### config.mk
export PLATFORM = sky130hd
export DESIGN_NAME = axi_lite_regfile_slv
export DESIGN_NICKNAME = d
export VERILOG_FILES = /design/src/rtl/axi_lite_regfile_slv.sv
export SDC_FILE = /design/constraint.sdc
export NUM_CORES = 1
export LEC_CHECK = 0
export CAP_MARGIN = 20
export CELL_PAD_IN_SITES_DETAIL_PLACEMENT = 2
export CELL_PAD_IN_SITES_GLOBAL_PLACEMENT = 2
export CORE_UTILIZATION = 25
export CTS_BUF_LIST = sky130_fd_sc_hd__clkbuf_2
export DETAILED_ROUTE_END_ITERATION = 8
export PLACE_DENSITY_LB_ADDON = 0.12
export SLEW_MARGIN = 20
export SYNTH_ARGS = -nofsm -noshare
export SYNTH_HDL_FRONTEND = slang
export SYNTH_SLANG_ARGS = --single-unit
### constraint.sdc
create_clock -name clk_i -period 5.2 [get_ports clk_i]
set_input_delay 0.52 -clock clk_i [delete_from_list [all_inputs] [get_ports clk_i]]
set_output_delay 0.52 -clock clk_i [all_outputs]
set_load 0.02 [all_outputs]
### src/rtl/axi_lite_regfile_slv.sv
// AXI4-Lite register-file slave: byte-strobe writes, read-only masking,
// independent single-outstanding read and write engines.
package axi_lite_regfile_pkg;
    localparam logic [1:0] RESP_OKAY   = 2'b00;
    localparam logic [1:0] RESP_SLVERR = 2'b10;
    localparam logic [1:0] RESP_DECERR = 2'b11;

    typedef struct packed {
        logic [31:0] addr;
        logic [2:0]  prot;
    } ax_chan_t;

    typedef struct packed {
        logic [31:0] data;
        logic [3:0]  strb;
    } w_chan_t;

    typedef struct packed {
        logic [1:0] resp;
    } b_chan_t;

    typedef struct packed {
        logic [31:0] data;
        logic [1:0]  resp;
    } r_chan_t;

    typedef struct packed {
        ax_chan_t aw;
        logic     aw_valid;
        w_chan_t  w;
        logic     w_valid;
        logic     b_ready;
        ax_chan_t ar;
        logic     ar_valid;
        logic     r_ready;
    } req_t;

    typedef struct packed {
        logic    aw_ready;
        logic    w_ready;
        b_chan_t b;
        logic    b_valid;
        logic    ar_ready;
        r_chan_t r;
        logic    r_valid;
    } resp_t;
endpackage

module axi_lite_regfile_slv
    import axi_lite_regfile_pkg::*;
#(
    parameter int unsigned            AxiAddrWidth = 32,
    parameter int unsigned            AxiDataWidth = 32,
    parameter int unsigned            NoRegs       = 8,
    parameter logic [NoRegs-1:0]      ReadOnly     = '0,
    parameter logic [AxiDataWidth-1:0] RegRstVal   = '0,
    parameter type                    req_t        = axi_lite_regfile_pkg::req_t,
    parameter type                    resp_t       = axi_lite_regfile_pkg::resp_t
) (
    input  logic                             clk_i,
    input  logic                             rst_ni,
    input  req_t                             slv_req_i,
    output resp_t                            slv_resp_o,
    input  logic [AxiAddrWidth-1:0]          base_addr_i,
    input  logic [NoRegs*AxiDataWidth-1:0]   reg_d_i,
    output logic [NoRegs*AxiDataWidth-1:0]   reg_q_o,
    output logic [NoRegs-1:0]                wr_pulse_o,
    output logic [NoRegs-1:0]                rd_pulse_o
);
    localparam int unsigned StrbWidth = AxiDataWidth / 8;
    localparam int unsigned AddrLsb   = $clog2(StrbWidth);
    localparam int unsigned IdxWidth  = (NoRegs > 1) ? $clog2(NoRegs) : 1;

    typedef logic [AxiDataWidth-1:0] word_t;

    logic                    live_q;
    logic                    aw_full_q, w_full_q, b_valid_q;
    logic [AxiAddrWidth-1:0] aw_addr_q;
    word_t                   w_data_q;
    logic [StrbWidth-1:0]    w_strb_q;
    logic [1:0]              b_resp_q;
    logic                    r_valid_q;
    word_t                   r_data_q;
    logic [1:0]              r_resp_q;
    logic [NoRegs-1:0]       wr_pulse_q, rd_pulse_q;
    word_t [NoRegs-1:0]      regs_q, q_all, d_all;

    logic                    aw_ready, w_ready, ar_ready;
    logic                    aw_hs, w_hs, ar_hs, commit;
    logic [AxiAddrWidth-1:0] aw_word, ar_word;
    logic                    aw_hit, ar_hit;
    logic [IdxWidth-1:0]     aw_idx, ar_idx;
    logic                    unused_prot;

    assign unused_prot = ^{slv_req_i.aw.prot, slv_req_i.ar.prot};

    assign d_all = reg_d_i;
    for (genvar k = 0; k < NoRegs; k++) begin : g_q
        assign q_all[k] = ReadOnly[k] ? d_all[k] : regs_q[k];
    end
    assign reg_q_o    = q_all;
    assign wr_pulse_o = wr_pulse_q;
    assign rd_pulse_o = rd_pulse_q;

    // Ready stays low during reset, so it is gated by a post-reset flag.
    assign aw_ready = live_q && !aw_full_q;
    assign w_ready  = live_q && !w_full_q;
    assign ar_ready = live_q && !r_valid_q;
    assign aw_hs    = slv_req_i.aw_valid && aw_ready;
    assign w_hs     = slv_req_i.w_valid && w_ready;
    assign ar_hs    = slv_req_i.ar_valid && ar_ready;
    assign commit   = aw_full_q && w_full_q && !b_valid_q;

    assign aw_word = (aw_addr_q - base_addr_i) >> AddrLsb;
    assign aw_hit  = (aw_addr_q >= base_addr_i) &&
                     (aw_word < AxiAddrWidth'(NoRegs));
    assign aw_idx  = aw_word[IdxWidth-1:0];

    assign ar_word = (slv_req_i.ar.addr - base_addr_i) >> AddrLsb;
    assign ar_hit  = (slv_req_i.ar.addr >= base_addr_i) &&
                     (ar_word < AxiAddrWidth'(NoRegs));
    assign ar_idx  = ar_word[IdxWidth-1:0];

    always_ff @(posedge clk_i or negedge rst_ni) begin
        if (!rst_ni) begin
            live_q     <= 1'b0;
            aw_full_q  <= 1'b0;
            w_full_q   <= 1'b0;
            aw_addr_q  <= '0;
            w_data_q   <= '0;
            w_strb_q   <= '0;
            b_valid_q  <= 1'b0;
            b_resp_q   <= '0;
            wr_pulse_q <= '0;
            regs_q     <= {NoRegs{RegRstVal}};
        end else begin
            live_q     <= 1'b1;
            wr_pulse_q <= '0;
            if (aw_hs) begin
                aw_full_q <= 1'b1;
                aw_addr_q <= slv_req_i.aw.addr;
            end
            if (w_hs) begin
                w_full_q <= 1'b1;
                w_data_q <= slv_req_i.w.data;
                w_strb_q <= slv_req_i.w.strb;
            end
            if (b_valid_q && slv_req_i.b_ready) begin
                b_valid_q <= 1'b0;
            end
            if (commit) begin
                aw_full_q <= 1'b0;
                w_full_q  <= 1'b0;
                b_valid_q <= 1'b1;
                if (!aw_hit) begin
                    b_resp_q <= RESP_DECERR;
                end else if (ReadOnly[aw_idx]) begin
                    b_resp_q <= RESP_SLVERR;
                end else begin
                    b_resp_q           <= RESP_OKAY;
                    wr_pulse_q[aw_idx] <= 1'b1;
                    for (int b = 0; b < StrbWidth; b++) begin
                        if (w_strb_q[b]) begin
                            regs_q[aw_idx][8*b +: 8] <= w_data_q[8*b +: 8];
                        end
                    end
                end
            end
        end
    end

    // Sampling q_all here gives the pre-commit value on a same-cycle write.
    always_ff @(posedge clk_i or negedge rst_ni) begin
        if (!rst_ni) begin
            r_valid_q  <= 1'b0;
            r_data_q   <= '0;
            r_resp_q   <= '0;
            rd_pulse_q <= '0;
        end else begin
            rd_pulse_q <= '0;
            if (ar_hs) begin
                r_valid_q <= 1'b1;
                if (ar_hit) begin
                    r_data_q           <= q_all[ar_idx];
                    r_resp_q           <= RESP_OKAY;
                    rd_pulse_q[ar_idx] <= 1'b1;
                end else begin
                    r_data_q <= '0;
                    r_resp_q <= RESP_DECERR;
                end
            end else if (r_valid_q && slv_req_i.r_ready) begin
                r_valid_q <= 1'b0;
            end
        end
    end

    always_comb begin
        slv_resp_o          = '0;
        slv_resp_o.aw_ready = aw_ready;
        slv_resp_o.w_ready  = w_ready;
        slv_resp_o.b.resp   = b_resp_q;
        slv_resp_o.b_valid  = b_valid_q;
        slv_resp_o.ar_ready = ar_ready;
        slv_resp_o.r.data   = r_data_q;
        slv_resp_o.r.resp   = r_resp_q;
        slv_resp_o.r_valid  = r_valid_q;
    end
endmodule

# --- Word-level counts from Yosys, hierarchy flattened ---
# Memory sizes are Yosys's and may differ from the RTL's.
# Index checks and enable logic that the tools add are counted.
totals:
  register_bits: 381
  mem_bits_rw: 0
  mem_count: 1
  latchBits: 0
  mem_bits_ro: 8
classes:
  n_reduce_logical: 23
  shifts: 0
  n_mul: 0
  div_mod_pow: 0
  n_lt_le_gt_ge: 8
  addsub: 2
  n_eq_ne: 0
  mux: 49
  bitwise: 1
memory_table:
  columns: ["name", "words", "width", "rd", "rd_clocked_by_memory_dff", "wr", "line_no", "text"]
  rows:
  - ["(no name shown)", 8, 1, 1, 0, 0, "157", "end else if (ReadOnly[aw_idx]) begin"]
ops:
  columns: ["operator", "count"]
  rows:
  - ["256-bit two-way mux", 13]
  - ["256-bit bitwise mux", 4]
  - ["32-bit demux with 3-bit select", 4]
  - ["32-bit binary-select mux with 3-bit select", 1]
  - ["32-bit two-way mux", 3]
  - ["32-bit >= comparator", 2]
  - ["32-bit subtractor", 2]
  - ["30-bit by 4-bit less-than comparator with 1-bit output, second input constant", 2]
  - ["8-bit two-way mux", 6]
  - ["24-bit two-way mux", 1]
  - ["16-bit two-way mux", 1]
  - ["1-bit logical AND", 14]
  - ["1-bit two-way mux", 11]
  - ["3-bit by 4-bit less-than comparator with 1-bit output, second input constant", 2]
  - ["2-bit nonzero test", 4]
  - ["1-bit demux with 3-bit select", 2]
  - ["3-bit by 1-bit >= comparator with 1-bit output, second input constant", 2]
  - ["2-bit two-way mux", 3]
  - ["1-bit logical NOT", 4]
  - ["3-bit AND reduction", 1]
  - ["1-bit inverter", 1]

# --- Longest topological paths before layout ---
depth:
  depth_word: 22
  ltp_mapped: 16
  ltp_nobuf: 12

# --- Least setup slack after synthesis ---
# No wires, ideal clock.
synth_timing:
  kind: "input to register"
  start: "input port base_addr_i[21]"
  end: "register regs_q, in the netlist reg_q_o[128]"
  cell_stages: 15
  path_slack_ns: 1.399
  n_path_buf: 3
  setup_ns: 0.125
  arrival_ns: 3.676
  cell_sequence: "inv_1 > ha_1 > buf_2 > a21oi_4 > nand2_1 > a21o_1 > or3_1 > o21ai_1 > a21oi_2 > or3_1 > a41o_1 > buf_1 > or4_1 > buf_6 > mux2_4"
synth_between:
  elab_chain_cells: 4
  elab_cells_between_ends: 5
  cone_classes: "1 x add/sub; 2 x order compare; 2 x reduce/logical"
synth_lines:
  columns: ["item", "line_no", "text"]
  rows:
  - ["start, declared", "64", "input logic [AxiAddrWidth-1:0] base_addr_i,"]
  - ["32-bit subtractor", "114", "assign aw_word = (aw_addr_q - base_addr_i) >> AddrLsb;"]
  - ["30-bit by 4-bit less-than comparator with 1-bit output", "116", "(aw_word < AxiAddrWidth'(NoRegs));"]
  - ["1-bit logical AND (*)", "115", "assign aw_hit = (aw_addr_q >= base_addr_i) &&"]
  - ["3-bit AND reduction (no source line) (*)", null, null]
  - ["end signal, assigned", "135", "regs_q <= {NoRegs{RegRstVal}};"]
  - ["end signal, assigned by index", "164", "regs_q[aw_idx][8*b +: 8] <= w_data_q[8*b +: 8];"]
  - ["end, declared", "86", "word_t [NoRegs-1:0] regs_q, q_all, d_all;"]
# Mark *: on every way between the ends. The rest lies on a longest branch, timed or not.
# A chain may end at the register's enable or synchronous reset.

# --- Worst setup path in the final report ---
layout_timing:
  start: "register aw_addr_q[2]"
  end: "register regs_q, in the netlist reg_q_o[33]"
layout_between:
  elab_chain_cells: 22
  elab_cells_between_ends: 33
  cone_classes: "1 x add/sub; 4 x order compare; 23 x mux; 1 x bitwise; 3 x reduce/logical; 1 x memory"
layout_lines:
  columns: ["item", "line_no", "text"]
  rows:
  - ["start, declared", "78", "logic [AxiAddrWidth-1:0] aw_addr_q;"]
  - ["start signal, assigned", "141", "aw_addr_q <= slv_req_i.aw.addr;"]
  - ["32-bit subtractor", "114", null]
  - ["3-bit by 4-bit less-than comparator with 1-bit output (implied by the code) or 3-bit by 1-bit >= comparator with 1-bit output (tied branches)", "164", null]
  - ["1-bit logical AND (implied by the code)", "164", null]
  - ["8-bit two-way mux (implied by the code)", "164", null]
  - ["32-bit demux with 3-bit select", "164", null]
  - ["256-bit bitwise mux", "164", null]
  - ["256-bit two-way mux", "163", "if (w_strb_q[b]) begin"]
  - ["256-bit two-way mux", "157", null]
  - ["[... 6 more ...]", null, null]
  - ["256-bit two-way mux", "151", "if (commit) begin"]
  - ["256-bit bitwise mux", "164", null]
  - ["256-bit two-way mux", "163", null]
  - ["256-bit two-way mux", "157", null]
  - ["256-bit two-way mux", "155", "if (!aw_hit) begin"]
  - ["256-bit two-way mux", "151", null]
  - ["256-bit bitwise mux", "164", null]
  - ["256-bit two-way mux", "163", null]
# Several ways; a longest one is shown, not always the timed one. The select of a mux whose other input is x is not followed.

==> load_flow_metrics.sql <==
INSERT INTO impl_metrics (metric_group, metric, value, unit) VALUES
('hold_path', 'number_of_stages_on_the_worst_hold_path', '4', ''),
('sta', 'layout_setup_ws', '658.3', 'ps'),
('placement', 'place.port_buffers', '451', ''),
('global_route', 'grt_antenna_before_repair', '8', ''),
('final_layout', 'final_nets', '3100', ''),
('route', 'via_count', '19629', ''),
('yosys', 'synthMostInstantiatedCell', 'sky130_fd_sc_hd__dfrtp_1', ''),
('floorplan', 'die_w', '303.3', 'um'),
('cts', 'numClockSinks', '379', ''),
('setup_path', 'r2r-end', 'reg_q_o[33]$_DFFE_PN0P_', ''),
('sta', 'timing.final.max_slew_violations', '0', ''),
('global_route', 'globalRoute.totalOverflow', '0', ''),
('route', 'routed_via_density', '5.010', ''),
('setup_path', 'category_of_the_worst_setup_path_launch_point', 'register', ''),
('route', 'drc', '0', ''),
('sta', 'rsz0062_at_grt', 'no', ''),
('yosys', 'mappedNetlistArea', '22700', 'um2'),
('placement', 'dpl_worst_slack', '8.573', 'ps'),
('cts', 'tritoncts', 'done', ''),
('global_route', 'grt_pass1_vias', '21365', ''),
('floorplan', 'initial_core_util', '0.2521', ''),
('sta', 'setup_viol', '0', ''),
('placement', 'gp_routability_congestion', '0.8549', ''),
('placement', 'dp_cells', '3620', ''),
('pwr', 'leakagePower', '0.01377', 'uW'),
('cts', 'cts.clk_slew.worst_paths', '110', 'ps'),
('yosys', 'seq_area_frac_synth', '0.4179', ''),
('sta', 'final.period_utilization', '0.8734', ''),
('global_route', 'grt_first_pass_wirelength', '151600', 'um'),
('floorplan', 'design.core.area', '90010', 'um2'),
('yosys', 'syn_avg_cell_area', '10.89', 'um2'),
('hold_path', 'worst_hold_startpoint', 'slv_req_i[75]', ''),
('yosys', 'share_of_synthesized_registers_carrying_an_async_set_or_reset', '1.000', ''),
('cts', 'insertion_delay', '1310', 'ps'),
('hold_path', 'classification_of_the_worst_slack_hold_path', 'in -> reg', ''),
('yosys', 'yosys.area.top_type', 'sky130_fd_sc_hd__dfrtp_1', ''),
('sta', 'worst_hold_slack', '223.3', 'ps'),
('global_route', 'maximum_number_of_pins_on_one_net_before_global_route_repair', '100', ''),
('floorplan', 'io_pins', '714', ''),
('setup_path', 'crit_path_end_kind', 'register', ''),
('cts', 'clock_tree.buffer_depth', '3', ''),
('cts', 'cts_repair_resize_count', '0', ''),
('sta', 'final_period_minus_worst_setup_slack', '4542', 'ps'),
('sta', 'tightestPinTransition', '868.4', 'ps'),
('cts', 'post-cts-setup-buffer-count', '0', ''),
('yosys', 'synthesis.instances', '2085', ''),
('floorplan', 'die_y', '303.3', 'um'),
('final_layout', 'filler_cell_count', '9723', ''),
('setup_path', 'reg2reg_from', 'aw_addr_q[2]$_DFFE_PN0P_', ''),
('sta', 'finalClockSkew', '150.1', 'ps'),
('floorplan', 'core.rowCount', '110', ''),
('yosys', 'yosysWarningCount', '0', ''),
('yosys', 'synth_top_flop_cell', 'sky130_fd_sc_hd__dfrtp_1', ''),
('final_layout', 'finish.cell_count_without_fillers', '3918', ''),
('yosys', 'synth-seq-cells', '379', ''),
('cts', 'cts_made_buffers', '116', ''),
('setup_path', 'arrival', '5600', 'ps'),
('route', 'route.antenna.remaining_nets', '0', ''),
('hold_path', 'hold-path-endpoint', 'aw_full_q$_DFFE_PN0P_', ''),
('yosys', 'synth_cell_types', '97', ''),
('setup_path', 'worst_r2r_path_depth', '14', ''),
('setup_path', 'critical_path_origin', 'aw_addr_q[2]$_DFFE_PN0P_', ''),
('yosys', 'synth_commonest_cells', '379 x sky130_fd_sc_hd__dfrtp_1, 305 x sky130_fd_sc_hd__nand2_1, 240 x sky130_fd_sc_hd__mux2_4, 85 x sky130_fd_sc_hd__mux2_2, 84 x sky130_fd_sc_hd__clkbuf_1', ''),
('final_layout', 'ratio_of_cells_with_drive_above_1_in_the_final_layout', '0.2371', ''),
('sta', 'max-slew-margin-rel', '0.4201', ''),
('route', 'detailedRoute.firstIterationViolations', '965', ''),
('pwr', 'power_density', '343.4', 'nW/um2'),
('cts', 'cts_hold_buf', '73', ''),
('status', 'status', 'finished clean', ''),
('yosys', 'postSynthNetCount', '2550', ''),
('cts', 'cts-root-buf', 'sky130_fd_sc_hd__clkbuf_2', '');
## worst max path at each step
stage / depth (start not counted) / to / slack (ps)
after floorplan: 15 / reg_q_o[128]$_DFFE_PN0P_ / 1400
after detailed placement: 15 / reg_q_o[109]$_DFFE_PN0P_ / 9
after CTS: 13 / reg_q_o[33]$_DFFE_PN0P_ / 630
final: 14 / reg_q_o[33]$_DFFE_PN0P_ / 660
after global routing: 13 / reg_q_o[37]$_DFFE_PN0P_ / 380
after global placement: 15 / reg_q_o[111]$_DFFE_PN0P_ / 100
## layout make-up
type,count,area share
clock buffer,170,0.02799
multi-input combinational,1495,0.4023
inverter,56,0.006916
clock inverter,42,0.006628
sequential,379,0.3120
timing repair buffer,587,0.1946
antenna,13,0.001070
tap,1176,0.04841
## per-layer routing
metal	vias up	track usage	wire length [um]
li1	8802	-	-
met1	10181	0.3092	49530
met2	515	0.3447	46860
met3	125	0.05997	6070
met4	6	0.06060	2452
met5	-	0	37
## critical path, cell delays in order, from the launching register on
cell and delay [ps]:
sky130_fd_sc_hd__dfrtp_1 440, sky130_fd_sc_hd__ha_1 360, sky130_fd_sc_hd__o211ai_1 270, sky130_fd_sc_hd__a21oi_2 70, sky130_fd_sc_hd__buf_4 160, sky130_fd_sc_hd__o211ai_1 340
sky130_fd_sc_hd__a21oi_1 210, sky130_fd_sc_hd__o21ai_0 420, sky130_fd_sc_hd__o2111ai_1 200, sky130_fd_sc_hd__nor4_2 220, sky130_fd_sc_hd__nand4_1 270, sky130_fd_sc_hd__buf_12 250
sky130_fd_sc_hd__or4_1 560, sky130_fd_sc_hd__buf_4 220, sky130_fd_sc_hd__mux2_2 290
## cells in the final DEF (no fill, tap or decap), types with 36 or more instances in the layout
cell type	synthesis	layout
sky130_fd_sc_hd__dlygate4sd3_1	0	72
sky130_fd_sc_hd__dfrtp_1	379	379
sky130_fd_sc_hd__nand3_1	72	72
sky130_fd_sc_hd__buf_4	11	49
sky130_fd_sc_hd__mux2_4	240	240
sky130_fd_sc_hd__clkdlybuf4s50_1	0	450
sky130_fd_sc_hd__clkbuf_2	3	170
sky130_fd_sc_hd__mux2_2	85	85
sky130_fd_sc_hd__inv_1	56	56
sky130_fd_sc_hd__o21ai_0	57	57
sky130_fd_sc_hd__ha_1	64	64
sky130_fd_sc_hd__a21oi_1	66	66
sky130_fd_sc_hd__nor2_1	64	63
sky130_fd_sc_hd__o31ai_1	36	36
sky130_fd_sc_hd__nand2_1	305	304
## registers in the layout, summed over array words and instances (netlist names)
| register | cells |
|---|---|
| w_full_q | 1 |
| w_data_q | 32 |
| r_data_q | 32 |
| b_resp_q | 1 |
| b_valid_q | 1 |
| w_strb_q | 4 |
| wr_pulse_o | 8 |
| rd_pulse_o | 8 |
| aw_addr_q | 32 |
| reg_q_o | 256 |
| live_q | 1 |
| r_resp_q | 1 |
| r_valid_q | 1 |
| aw_full_q | 1 |
## through the flow
stage,total power (uW),util,cell area [um2]
3_3_place_gp,7907,0.3172,28550
4_1_cts,10620,0.3373,30360
2_1_floorplan,6260,-,22700
6_report,10440,0.3377,30390
3_5_place_dp,8022,0.3173,28560
5_1_grt,11160,0.3376,30390
## logic make-up after synthesis
family	Yosys count	synth area share
flip-flops	379	0.4179
other	1	0.0001652
adder cells (fa/ha/maj)	64	0.03528
AO/OA/AOI/OAI	377	0.1179
XOR/XNOR	27	0.01042
buffers and inverters	211	0.04752
multiplexers	360	0.2230
AND/OR/NAND/NOR	666	0.1479
## power by group
part	internal, uW	total (uW)	switching [uW]	leakage (uW)
logic	1600	4240	2650	0.00783
clock network	939	2430	1490	0.000810
registers	3220	3770	545	0.00513
total	5760	10400	4680	0.0138
Note: power is estimated with default switching activity, not from simulation.
